===== src/rtl/audio_clk_nco.sv =====
// audio_clk_nco: fractional-N master clock (phase accumulator) with integer
// BCLK/LRCLK dividers and single-cycle strobes for an I2S serialiser.
// The frequency word is reprogrammed through an inc_load/inc_ack handshake.
// Optional build macro AUDIO_CLK_FRAME_ALIGN_EN: while running, hold a new
// frequency word until the next frame_tick so a stereo frame is never split.
module audio_clk_nco #(
  parameter int               ACC_W       = 32,
  parameter logic [ACC_W-1:0] INC_DEFAULT = ACC_W'(1055531163),
  parameter int               BCLK_DIV    = 4,
  parameter int               LR_BITS     = 32
) (
  input  logic             clk_in,
  input  logic             reset,
  input  logic             enable,
  input  logic [ACC_W-1:0] inc_in,
  input  logic             inc_load,
  output logic             inc_ack,
  output logic             mclk_out,
  output logic             bclk_out,
  output logic             lrclk_out,
  output logic             bclk_fall_tick,
  output logic             frame_tick,
  output logic             running
);

  localparam int HALF_DIV = BCLK_DIV / 2;
  // Counters keep at least one bit so the degenerate ratios still elaborate.
  localparam int BC_W = (HALF_DIV > 1) ? $clog2(HALF_DIV) : 1;
  localparam int LC_W = (LR_BITS > 1) ? $clog2(LR_BITS) : 1;
  localparam logic [BC_W-1:0] BC_LAST = BC_W'(HALF_DIV - 1);
  localparam logic [LC_W-1:0] LC_LAST = LC_W'(LR_BITS - 1);

`ifdef AUDIO_CLK_FRAME_ALIGN_EN
  localparam logic FRAME_ALIGN = 1'b1;
`else
  localparam logic FRAME_ALIGN = 1'b0;
`endif

  logic [ACC_W-1:0] acc_reg;
  logic [ACC_W-1:0] acc_next;
  logic             mclk_rise_reg;
  logic [BC_W-1:0]  bc_reg;
  logic [LC_W-1:0]  lc_reg;
  logic             bclk_reg;
  logic             lrclk_reg;
  logic             bclk_fall_tick_reg;
  logic             frame_tick_reg;
  logic             running_reg;
  logic [ACC_W-1:0] inc_reg;
  logic [ACC_W-1:0] pend_inc_reg;
  logic             pend_reg;
  logic             inc_ack_reg;

  logic rise_next;
  logic bclk_toggle;
  logic bclk_fall;
  logic lr_toggle;
  logic frame_next;
  logic apply_pend;
  logic load_direct;

  // Next-phase, divider events and update decisions for the coming edge.
  always_comb begin
    acc_next    = acc_reg + inc_reg;
    rise_next   = ~acc_reg[ACC_W-1] & acc_next[ACC_W-1];
    bclk_toggle = enable & running_reg & mclk_rise_reg & (bc_reg == BC_LAST);
    bclk_fall   = bclk_toggle & bclk_reg;
    lr_toggle   = bclk_fall & (lc_reg == LC_LAST);
    frame_next  = lr_toggle & lrclk_reg;
    // A held word goes out when idle, immediately in free mode, or on a frame edge.
    apply_pend  = pend_reg & (~running_reg | ~FRAME_ALIGN | frame_next);
    // With nothing held, a load that needs no alignment bypasses the holding register.
    load_direct = inc_load & ~pend_reg & (~running_reg | ~FRAME_ALIGN);
  end

  // Phase accumulator and BCLK/LRCLK dividers; disable clears everything here.
  always_ff @(posedge clk_in or posedge reset) begin
    if (reset) begin
      acc_reg            <= '0;
      mclk_rise_reg      <= 1'b0;
      bc_reg             <= '0;
      lc_reg             <= '0;
      bclk_reg           <= 1'b0;
      lrclk_reg          <= 1'b0;
      bclk_fall_tick_reg <= 1'b0;
      frame_tick_reg     <= 1'b0;
      running_reg        <= 1'b0;
    end else if (!enable) begin
      acc_reg            <= '0;
      mclk_rise_reg      <= 1'b0;
      bc_reg             <= '0;
      lc_reg             <= '0;
      bclk_reg           <= 1'b0;
      lrclk_reg          <= 1'b0;
      bclk_fall_tick_reg <= 1'b0;
      frame_tick_reg     <= 1'b0;
      running_reg        <= 1'b0;
    end else begin
      running_reg <= 1'b1;
      if (running_reg) begin
        acc_reg       <= acc_next;
        mclk_rise_reg <= rise_next;
      end else begin
        mclk_rise_reg <= 1'b0;
      end
      if (mclk_rise_reg) begin
        bc_reg <= (bc_reg == BC_LAST) ? '0 : bc_reg + 1'b1;
      end
      if (bclk_toggle) begin
        bclk_reg <= ~bclk_reg;
      end
      if (bclk_fall) begin
        lc_reg <= (lc_reg == LC_LAST) ? '0 : lc_reg + 1'b1;
      end
      if (lr_toggle) begin
        lrclk_reg <= ~lrclk_reg;
      end
      bclk_fall_tick_reg <= bclk_fall;
      frame_tick_reg     <= frame_next;
    end
  end

  // Frequency-word handshake; the phase is never touched by an update.
  always_ff @(posedge clk_in or posedge reset) begin
    if (reset) begin
      inc_reg      <= INC_DEFAULT;
      pend_inc_reg <= '0;
      pend_reg     <= 1'b0;
      inc_ack_reg  <= 1'b0;
    end else begin
      inc_ack_reg <= apply_pend | load_direct;
      if (apply_pend) begin
        inc_reg <= pend_inc_reg;
      end else if (load_direct) begin
        inc_reg <= inc_in;
      end
      if (inc_load && !load_direct) begin
        pend_inc_reg <= inc_in;
        pend_reg     <= 1'b1;
      end else if (apply_pend) begin
        pend_reg <= 1'b0;
      end
    end
  end

  assign mclk_out       = acc_reg[ACC_W-1];
  assign bclk_out       = bclk_reg;
  assign lrclk_out      = lrclk_reg;
  assign bclk_fall_tick = bclk_fall_tick_reg;
  assign frame_tick     = frame_tick_reg;
  assign running        = running_reg;
  assign inc_ack        = inc_ack_reg;

endmodule


===== config.mk =====
export PLATFORM = sky130hd
export DESIGN_NAME = audio_clk_nco
export DESIGN_NICKNAME = d
export VERILOG_FILES = /design/src/rtl/audio_clk_nco.sv
export SDC_FILE = /design/constraint.sdc
export NUM_CORES = 1
export LEC_CHECK = 0
export CAP_MARGIN = 20
export CORE_MARGIN = 1
export CORE_UTILIZATION = 33
export DETAILED_ROUTE_END_ITERATION = 7
export PLACE_DENSITY = 0.57
export RECOVER_POWER = 50
export SLEW_MARGIN = 10
export SYNTH_ARGS = -nofsm -noshare
export SYNTH_HDL_FRONTEND = slang
export SYNTH_SLANG_ARGS = --single-unit

===== constraint.sdc =====
create_clock -name clk_in -period 3.3 [get_ports clk_in]
set_input_delay 0.66 -clock clk_in [delete_from_list [all_inputs] [get_ports clk_in]]
set_output_delay 0.66 -clock clk_in [all_outputs]
set_load 0.05 [all_outputs]

Yosys cells after proc, flatten, opt, wreduce, memory -nomap -nowiden:

Index checks and enable logic that the tools add are counted.

* flip-flop bits (word level): 110
* bits of input ports: 36
* output and inout bits: 7
* logic and storage cells: 58

* $add $sub $neg: 3
* equality and inequality tests: 6
* multiplexer cells: 20
* bitwise gates (word level): 13
* reductions and logical operators: 3

Operators by type and width (count)
* $mux 32: 4
* $add 32x32->32: 1
* $mux 5: 3
* $mux 1: 13
* $ne 2x1->1 const B: 5
* $and 1x1->1: 8
* $add 5x1->5 const B: 1
* $eq 5x5->1 const B: 1
* $not 1->1: 4
* $reduce_bool 2->1: 1
* $add 1x1->1 const B: 1
* $logic_and 1x1->1: 1
* $logic_not 1->1: 1
* $or 1x1->1: 1

Longest topological paths before layout:

* word-level depth: 7
* mapped depth: 10
* mapped depth without buffers: 10

Least setup slack after synthesis:

No wires, ideal clock.

* path kind: reg-to-reg
* start point: reg acc_reg[0]
* end point: reg acc_reg[18]
* data arrival time: 2.517 ns
* slack: 0.651 ns
* stages on the path, launching flop included: 11
* period minus slack after synthesis: 2.649 ns
* path through: dfrtp_1 ha_1 fa_1 a21oi_1 o22ai_1 a41o_1 or2_4 a31o_1 a21oi_2 nor3_1 or3b_1

* cells in the longest elaborated chain, start to end: 3

Ends and longest elaborated chain
* start, declared: line 39 `logic [ACC_W-1:0] acc_reg;`
* start signal, assigned: line 101 `acc_reg <= acc_next;`
* $add 32x32->32: line 64 `acc_next = acc_reg + inc_reg;`
* $mux 32: line 100 `if (running_reg) begin`
* $mux 32: line 88 `end else if (!enable) begin`

Every way passes these cells. The select of a mux whose other input is x is not followed.
A chain may end at the register's enable or synchronous reset.

Worst setup path in the final report:

Ends and elaborated chain as after synthesis.

==> impl_metrics.py <==
metrics = {
    "run_status": {
        "outcome": "complete, but fails checks",
        "violations": "capacitance limit, slew limit",
    },
    "worst_setup_path": {
        "criticalPathCategory": "reg2reg",
        "cp.required_ns": 3.53,
        "startpoint_type": "register",
        "cp.arrival_ns": 3.11,
        "cp-end-kind": "register",
        "regToRegSetupSlack_ns": 0.42,
        "critical_path.max_fanout": 4,
    },
    "logic_synthesis": {
        "syn_nets": 662,
        "synth.top_cell.area_share": 0.386,
        "syn_avg_cell_area_um2": 10.3,
        "synthCells": 592,
        "seq_area_frac_synth": 0.455,
        "yosysUniqueCellTypes": 60,
        "yosys_most_used_dff": "dfrtp_1",
        "synth-edff-count": 0,
        "synth_warnings": 0,
        "yosysMostFrequentCell": "dfrtp_1",
        "synth_common_cells": "dfrtp_1 (94), nand2_1 (68), o21ai_0 (51)",
        "ys_ff_latch": 110,
        "yosys-top-cells-area": "dfrtp_1 (39%), mux2i_1 (8.2%), dfstp_2 (6.9%)",
        "syn_area_um2": 6090,
        "async_reset_ff_frac": 1.00,
        "synth_largest_area_cell": "dfrtp_1",
    },
    "sta": {
        "fin_setup_tns_ns": 0,
        "clock_skew_ns": 0.00581,
        "max_freq_ghz": 0.347,
        "fin_ws_ns": 0.422,
        "drv_slew": 110,
        "fin_crit_sh": 0.872,
        "rsz0062_at_grt": "no",
        "slew_headroom": -0.00281,
        "tightest_slew_ns": 1.50,
        "hold_viol": 0,
        "finalCriticalPeriod_ns": 2.88,
        "timing.final.setup_violations": 0,
    },
    "die": {
        "design.die.area_um2": 19000,
        "boundaryPins": 43,
        "fp.dieW_um": 138,
        "rows": 49,
        "die_h_um": 138,
        "core-area_um2": 18000,
        "start_util": 0.338,
    },
    "clock_tree": {
        "cts_resized": 0,
        "cts_hold_buf": 0,
        "clkTransAtPathRegs_ns": 0.07,
        "clkSinkCount": 110,
        "clock_latency_ns": 0.35,
        "ctsRootBufferMaster": "clkbuf_16",
        "cts_buffers": 9,
        "cts_max_path_buffers": 2,
        "cts_tree": "done",
        "cts_setup_buffers": 0,
        "cts_max_level": 3,
    },
    "placement": {
        "gp_congestion": 0.813,
        "dpl.hpwl_um": 8790,
        "post-place-ws_ns": 0.445,
        "placed_area_um2": 6750,
        "numPortBuffers": 42,
    },
    "hold_path": {
        "hold_path_class": "reg2reg",
    },
    "drt": {
        "dr.pass1.iters": 4,
        "viasPerCell": 5.14,
        "ant_nets": 0,
        "wl_um": 13000,
        "drc": 0,
        "num_vias": 4428,
        "dr.first_iter.drc_count": 220,
        "wl_per_cell_um": 15.1,
    },
    "power_and_ir_drop": {
        "leakagePower_nw": 3.32,
        "p_sw_mw": 1.26,
        "combPwrFrac": 0.311,
        "seqPwrFrac": 0.404,
        "vdd_ir_drop_max_v": 0.000312,
        "p_clk_frac": 0.285,
        "power_density_nw_per_um2": 559,
        "power_mw": 3.94,
        "p_int_mw": 2.68,
        "swShare": 0.320,
    },
    "finish": {
        "final_area_um2": 7040,
        "antenna_cells": 0,
        "syn_to_final_growth_pct": 15.7,
        "nets": 697,
        "drive_gt1_frac": 0.134,
        "fin_util": 0.391,
    },
    "global_route": {
        "gr-total-overflow": 0,
        "grt_max_degree": 111,
        "antenna_found_initial": 0,
        "grt_pass1_vias": 4509,
        "grt_util_all_layers": 0.151,
        "grt_pass1_wl_um": 22200,
    },
    "job": {
        "cap_violations": 1,
    },
}
-- cell families (layout without fill, tap and decap cells) --
family,Yosys count,count (layout),synth area share
adder cells (fa/ha/maj),34,34,0.0711
XOR/XNOR,25,25,0.0360
flip-flops,110,110,0.455
buffers and inverters,40,80,0.0275
AND/OR/NAND/NOR,160,160,0.123
multiplexers,82,82,0.141
AO/OA/AOI/OAI,141,141,0.146
-- per-stage QoR --
step | std cells | hold WS [ns]
2_1_floorplan | 592 | 0.444
3_5_place_dp | 845 | 0.460
3_3_place_gp | 845 | 0.454
4_1_cts | 861 | 0.482
6_report | 861 | 0.479
5_1_grt | 861 | 0.504
-- cells in the final DEF, fill, tap and decap left out, types with 8 or more instances in the layout --
master | synthesis | routed
a21o_1 | 10 | 10
a21oi_1 | 27 | 27
and3_1 | 10 | 10
clkbuf_16 | 0 | 9
clkdlybuf4s50_1 | 0 | 39
dfrtp_1 | 94 | 93
dfstp_2 | 16 | 16
ha_1 | 33 | 33
inv_1 | 14 | 13
mux2_2 | 32 | 32
mux2i_1 | 50 | 50
nand2_1 | 68 | 68
nand3_1 | 8 | 8
nor2_1 | 38 | 38
o21ai_0 | 51 | 51
xnor2_1 | 18 | 18
-- power groups by stage --
| stage | clock network (mW) | logic, mW | registers (mW) |
|---|---|---|---|
| after floorplan | 0 | 0.962 | 1.60 |
| after global placement | 0 | 1.21 | 1.61 |
| after detailed placement | 0 | 1.22 | 1.62 |
| after CTS | 1.16 | 1.23 | 1.59 |
| after global routing | 1.22 | 1.39 | 1.61 |
| final | 1.12 | 1.23 | 1.59 |
-- worst paths after layout --
check	start	endpoint	depth (start not counted)
worst max-delay path	acc_reg[0]	acc_reg[18]	10
worst min-delay path	pend_inc_reg[11]	inc_reg[11]	2
worst max register to register	acc_reg[0]	acc_reg[18]	10
worst min register to register	pend_inc_reg[11]	inc_reg[11]	2
max in group asynchronous	reset	running	3
min in group asynchronous	reset	pend_inc_reg[30]	3
-- routing by layer --
metal | global-route usage | vias to the layer above | part of all wire
li1 | - | 2194 | -
met1 | 0.193 | 2153 | 0.48
met2 | 0.255 | 67 | 0.48
met3 | 0.0327 | 14 | 0.031
met4 | 0.0471 | 0 | 0.015
met5 | 0 | - | 0
-- worst max-delay path, stage by stage, from the launching register on --
cell	delay (ns)
dfrtp_1	0.38
ha_1	0.25
fa_1	0.42
a21oi_1	0.19
o22ai_1	0.17
a41o_1	0.30
or2_4	0.25
a31o_1	0.24
a21oi_2	0.16
nor3_1	0.06
or3b_1	0.34
-- cell type report --
class                   instances  area [um2]
clock inverters                 4        45.0
inverters                      14        56.3
multi-input cells             442        3150
flip-flops and latches        110        2770
repair buffers                 50         475
clock buffers                  12         256
well taps                     229         287
fillers                      1772       11000
Note: power is estimated with default switching activity, not from simulation.
